==> src/rtl/ex_stage_unit.sv <==
// Execute stage: single-cycle ALU/address path, 16-step shift-add multiplier, EX/MEM output register.
// Latency 1 for ALU/LW/SW, 18 cycles for MUL/MULH; ex_stall holds ID/EX while a multiply is accepted or busy.
module ex_stage_unit (
  input  logic        clk,
  input  logic        rst_n,
  input  logic [3:0]  opcode_ex,
  input  logic [3:0]  rd_ex,
  input  logic [15:0] rs1_data_ex,
  input  logic [15:0] rs2_data_ex,
  input  logic [15:0] imm_val_ex,
  output logic        ex_stall,
  output logic [15:0] mem_alu_result,
  output logic [15:0] mem_store_data,
  output logic [3:0]  mem_rd,
  output logic        mem_reg_wr,
  output logic        mem_mem_rd,
  output logic        mem_mem_wr
);

  typedef enum logic [1:0] {IDLE, BUSY, DONE} state_t;

  localparam logic [3:0] OP_ADD  = 4'h1;
  localparam logic [3:0] OP_SUB  = 4'h2;
  localparam logic [3:0] OP_AND  = 4'h3;
  localparam logic [3:0] OP_OR   = 4'h4;
  localparam logic [3:0] OP_XOR  = 4'h5;
  localparam logic [3:0] OP_SLL  = 4'h6;
  localparam logic [3:0] OP_SRL  = 4'h7;
  localparam logic [3:0] OP_ADDI = 4'h8;
  localparam logic [3:0] OP_LW   = 4'h9;
  localparam logic [3:0] OP_SW   = 4'hA;
  localparam logic [3:0] OP_MUL  = 4'hB;
  localparam logic [3:0] OP_MULH = 4'hC;

  state_t      state_q;
  logic [3:0]  cnt_q;
  logic [31:0] prod_q;
  logic [31:0] mcand_q;
  logic [15:0] mplier_q;
  logic [3:0]  mrd_q;
  logic        hi_q;

  logic [15:0] alu_q, sd_q;
  logic [3:0]  rd_q;
  logic        rw_q, mr_q, mw_q;

  logic [15:0] alu_d, sd_d;
  logic [3:0]  rd_d;
  logic        rw_d, mr_d, mw_d;

  logic        is_mul;
  logic [15:0] addr_sum;
  logic [31:0] prod_step;

  assign is_mul    = (opcode_ex == OP_MUL) || (opcode_ex == OP_MULH);
  assign addr_sum  = rs1_data_ex + imm_val_ex;
  assign prod_step = prod_q + (mplier_q[0] ? mcand_q : 32'd0);

  // Gated by rst_n so the stall drops the instant reset asserts, even with a MUL on the inputs.
  assign ex_stall = rst_n && (((state_q == IDLE) && is_mul) || (state_q == BUSY));

  always_comb begin
    alu_d = '0;
    sd_d  = '0;
    rd_d  = '0;
    rw_d  = 1'b0;
    mr_d  = 1'b0;
    mw_d  = 1'b0;
    if (state_q == DONE) begin
      alu_d = hi_q ? prod_q[31:16] : prod_q[15:0];
      rd_d  = mrd_q;
      rw_d  = 1'b1;
    end else if (state_q == IDLE && !is_mul) begin
      rd_d = rd_ex;
      rw_d = 1'b1;
      case (opcode_ex)
        OP_ADD:  alu_d = rs1_data_ex + rs2_data_ex;
        OP_SUB:  alu_d = rs1_data_ex - rs2_data_ex;
        OP_AND:  alu_d = rs1_data_ex & rs2_data_ex;
        OP_OR:   alu_d = rs1_data_ex | rs2_data_ex;
        OP_XOR:  alu_d = rs1_data_ex ^ rs2_data_ex;
        OP_SLL:  alu_d = rs1_data_ex << rs2_data_ex[3:0];
        OP_SRL:  alu_d = rs1_data_ex >> rs2_data_ex[3:0];
        OP_ADDI: alu_d = addr_sum;
        OP_LW: begin
          alu_d = addr_sum;
          mr_d  = 1'b1;
        end
        OP_SW: begin
          alu_d = addr_sum;
          sd_d  = rs2_data_ex;
          rw_d  = 1'b0;
          mw_d  = 1'b1;
        end
        default: begin
          rd_d = '0;
          rw_d = 1'b0;
        end
      endcase
    end
  end

  always_ff @(posedge clk or negedge rst_n) begin
    if (!rst_n) begin
      state_q  <= IDLE;
      cnt_q    <= '0;
      prod_q   <= '0;
      mcand_q  <= '0;
      mplier_q <= '0;
      mrd_q    <= '0;
      hi_q     <= 1'b0;
      alu_q    <= '0;
      sd_q     <= '0;
      rd_q     <= '0;
      rw_q     <= 1'b0;
      mr_q     <= 1'b0;
      mw_q     <= 1'b0;
    end else begin
      alu_q <= alu_d;
      sd_q  <= sd_d;
      rd_q  <= rd_d;
      rw_q  <= rw_d;
      mr_q  <= mr_d;
      mw_q  <= mw_d;
      case (state_q)
        IDLE: begin
          if (is_mul) begin
            mcand_q  <= {16'd0, rs1_data_ex};
            mplier_q <= rs2_data_ex;
            mrd_q    <= rd_ex;
            hi_q     <= (opcode_ex == OP_MULH);
            prod_q   <= '0;
            cnt_q    <= '0;
            state_q  <= BUSY;
          end
        end
        BUSY: begin
          prod_q   <= prod_step;
          mcand_q  <= mcand_q << 1;
          mplier_q <= mplier_q >> 1;
          cnt_q    <= cnt_q + 4'd1;
          if (cnt_q == 4'd15) state_q <= DONE;
        end
        DONE:    state_q <= IDLE;
        default: state_q <= IDLE;
      endcase
    end
  end

  assign mem_alu_result = alu_q;
  assign mem_store_data = sd_q;
  assign mem_rd         = rd_q;
  assign mem_reg_wr     = rw_q;
  assign mem_mem_rd     = mr_q;
  assign mem_mem_wr     = mw_q;

endmodule

==> config.mk <==
export PLATFORM = sky130hd
export DESIGN_NAME = ex_stage_unit
export DESIGN_NICKNAME = d
export VERILOG_FILES = /design/src/rtl/ex_stage_unit.sv
export SDC_FILE = /design/constraint.sdc
export NUM_CORES = 1
export LEC_CHECK = 0
export ABC_AREA = 1
export CAP_MARGIN = 25
export CORE_MARGIN = 2
export CORE_UTILIZATION = 60
export DETAILED_ROUTE_END_ITERATION = 12
export MAX_ROUTING_LAYER = met4
export PLACE_DENSITY = 0.84
export SETUP_SLACK_MARGIN = 0.05
export SKIP_CTS_REPAIR_TIMING = 1
export SKIP_LAST_GASP = 1
export SLEW_MARGIN = 0
export SYNTH_ARGS = -nofsm -noshare
export SYNTH_HDL_FRONTEND = slang
export SYNTH_SLANG_ARGS = --single-unit
==> constraint.sdc <==
create_clock -name clk -period 5.32 [get_ports clk]
set_clock_uncertainty 0.15 [all_clocks]
set_input_delay 1.064 -clock clk [delete_from_list [all_inputs] [get_ports clk]]
set_output_delay 1.064 -clock clk [all_outputs]
set_load 0.01 [all_outputs]
==> metrics.cfg <==
[logic_synthesis]
syn_avg_cell_area_um2 = 6.74
synthesis.nets = 1755
synth-seq-area-share = 0.299
ys_warn_count = 0
synth-async-reset-ratio = 1.00
synth_flop_cell = dfrtp_1
syn_inst = 1611
synth_edf_count = 0
yosys_register_bits = 130
syn_area_mm2 = 0.0109
synth_cell_types = 55

[placed_design]
io_buffers = 97
gp_congestion = 1.06
dp_hpwl_um = 30000
dp_slack_ns = 0.481

[run]
maxCapViolations = 0

[floorplanning]
die_w_um = 139
rows = 49
pin_count = 98
die_h_um = 139
coreArea_mm2 = 0.0178
die_area_mm2 = 0.0192
start_util = 0.609

[final_layout]
layout_commonest_cell = nand2_1
layout_common_cells = 430 x nand2_1, 202 x inv_1, 144 x o21ai_0, 135 x nor2_1, 130 x dfrtp_1
fill_cells = 1535
multi_input_area_mm2 = 0.00649
fin_util = 0.700
n_antenna_cell = 0
layout.nets = 1826
drive_gt1_frac = 0.0496
register_area_mm2 = 0.00325
syn_to_final_growth_pct = 15.0

[detailed_routing]
route.detailed.drc = 0
dr.pass1.iters = 6
vias_per_cell = 6.17
drt_first_iter_violations = 1425
antenna_left = 0
vias = 11900
drt_wl_total_um = 39400
post_drt_wl_per_cell_um = 20.5

[clocking]
cts_made_buffers = 17
cts_tree = yes
htree_num_levels = 4
root_buffer = clkbuf_16
clkLatencyLatePin_ns = 0.43
clock_path_buffers = 2
clk_pin_slew_ns = 0.06
cts.sinks = 130

[critical_path]
critPathMaxStageDelay_ns = 0.76
critical_path_arrival_ns = 4.69
crit_chain = clkdlybuf4s50_1 -> nor2_1 -> nand3_1 -> nand2_2 -> inv_2 -> o311ai_0 -> ha_1 -> a21oi_1 -> o21ai_0 -> nand2_1 -> nand3_1 -> or2_2 -> nand3_1 -> nand4_1 -> nand2_1 -> nand2_1
worstPathRequired_ns = 5.47
cpLargestDelayFamily = simple AND/OR/NAND/NOR gates
cp_slowest_cell = o311ai_0
crit_path_start_kind = primary input
critical_path_class = primary input to flop
worst-path-max-fanout = 10
path_buf_inv = 2
crit_path_end_kind = flop

[grt]
grt_usage = 0.418
grt_overflow = 0
first_global_vias = 11400
grt_max_degree = 92
antenna_found_initial = 0
grt_pass1_wl_um = 60600

[pwr]
leakage_nw = 6.39
p_switching_mw = 2.76
vdd_ir_drop_max_v = 0.000623
swShare = 0.474
p_seq_frac = 0.279
powerDensity_mw_per_mm2 = 466
combPwrFrac = 0.518
p_clk_frac = 0.203
p_int_mw = 3.06

[sta]
min_period_ns = 4.54
max_freq_ghz = 0.220
drv_slew = 0
hold_viol_final = 0
fin_setup_tns_ns = 0
finalCritPeriodShare = 0.854
hold_slack_ns = 0.337
worst_pin_slew_ns = 1.07
slew_headroom = 0.286
setup-violations-final = 0
rsz0062_at_grt = no
fin_ws_ns = 0.777

[outcome]
status = finished clean

[hold_path]
hold_path_class = flop to flop

[state kept, by name (all words and copies together), names as in the netlist]
register and count:
cnt_q 4, hi_q 1, mcand_q 32, mem_alu_result 16, mem_mem_rd 1, mem_mem_wr 1, mem_rd 4, mem_reg_wr 1
mem_store_data 16, mplier_q 16, mrd_q 4, prod_q 32, state_q 2
[synth_stat cells, types with 9 or more instances]
library cell / n / area [µm²]
dfrtp_1: 130 / 3250
nor3_1: 11 / 55.1
buf_2: 19 / 95.1
a21o_1: 13 / 97.6
nand4_1: 13 / 81.3
buf_6: 9 / 101
inv_1: 202 / 758
o22ai_1: 23 / 144
nand3_1: 78 / 390
a21oi_1: 110 / 551
o21a_1: 12 / 90.1
ha_1: 84 / 1050
o211ai_1: 37 / 278
clkbuf_1: 26 / 97.6
nand2_1: 431 / 1620
o21ai_0: 144 / 721
nor2_1: 135 / 507
o21ai_1: 31 / 155
[cell families after synthesis]
family	count (synthesis)	share of synthesized area
AND/OR/NAND/NOR	704	0.270
adder cells (fa/ha/maj)	86	0.100
multiplexers	8	0.00737
AO/OA/AOI/OAI	408	0.215
flip-flops	130	0.299
buffers and inverters	270	0.103
XOR/XNOR	5	0.00403
[worst register-to-register path, cell delays in order (launching register included)]
cell,delay (ns)
dfrtp_1,1.05
nand2_1,0.13
inv_1,0.10
ha_1,0.18
fa_1,0.19
nand2_1,0.08
nand2_1,0.09
o21a_1,0.19
nand2_1,0.11
nand2_1,0.13
nand2_1,0.07
nand2_1,0.14
nand2_1,0.07
nand2_1,0.14
nand2_1,0.12
nand2_1,0.08
nand2_1,0.05
nand3_1,0.06
nand2_1,0.06
[stage by stage]
step | instances | instance area, µm² | total power, mW
floorplan | 1611 | 10900 | 3.71
global placement | 1892 | 11900 | 4.42
detailed placement | 1892 | 11900 | 4.52
CTS | 1924 | 12500 | 5.73
global route | 1924 | 12500 | 6.23
finish | 1924 | 12500 | 5.82
[layout make-up]
| cell class | instances | share of cell area |
|---|---|---|
| Clock buffer | 19 | 0.0362 |
| Clock inverter | 13 | 0.0110 |
| Inverter | 210 | 0.0632 |
| Multi-Input combinational cell | 1211 | 0.520 |
| Sequential cell | 130 | 0.260 |
| Tap cell | 229 | 0.0229 |
| Timing Repair Buffer | 112 | 0.0868 |
[per-layer routing]
layer	track usage	wire length [µm]	vias to the layer above
li1	-	-	5477
met4	0.264	2950	0
met3	0.0867	3820	201
met2	0.666	18200	711
met5	-	0	-
met1	0.484	14400	5478
[worst paths after layout]
| check | depth (start not counted) | end | start | slack [ns] |
|---|---|---|---|---|
| max | 16 | mem_alu_result[10]$_DFF_PN0_ | opcode_ex[2] | 0.78 |
| min | 2 | mcand_q[31]$_DFFE_PN0P_ | mcand_q[31]$_DFFE_PN0P_ | 0.34 |
| max reg2reg | 18 | prod_q[30]$_DFFE_PN0P_ | mplier_q[0]$_DFFE_PN0P_ | 2.03 |
| min reg2reg | 2 | mcand_q[31]$_DFFE_PN0P_ | mcand_q[31]$_DFFE_PN0P_ | 0.34 |
| max in group asynchronous | 2 | mem_alu_result[2]$_DFF_PN0_ | rst_n | 3.65 |
| min in group asynchronous | 1 | mem_reg_wr$_DFF_PN0_ | rst_n | 0.35 |
[power by group through the flow]
stage	Clock (mW)	Sequential (mW)	Combinational, mW
final	1.18	1.63	3.01
after global placement	0	1.61	2.82
after global routing	1.22	1.66	3.34
after floorplan	0	1.53	2.17
after CTS	1.18	1.61	2.94
after detailed placement	0	1.62	2.89
(Power assumes the default switching activity.)
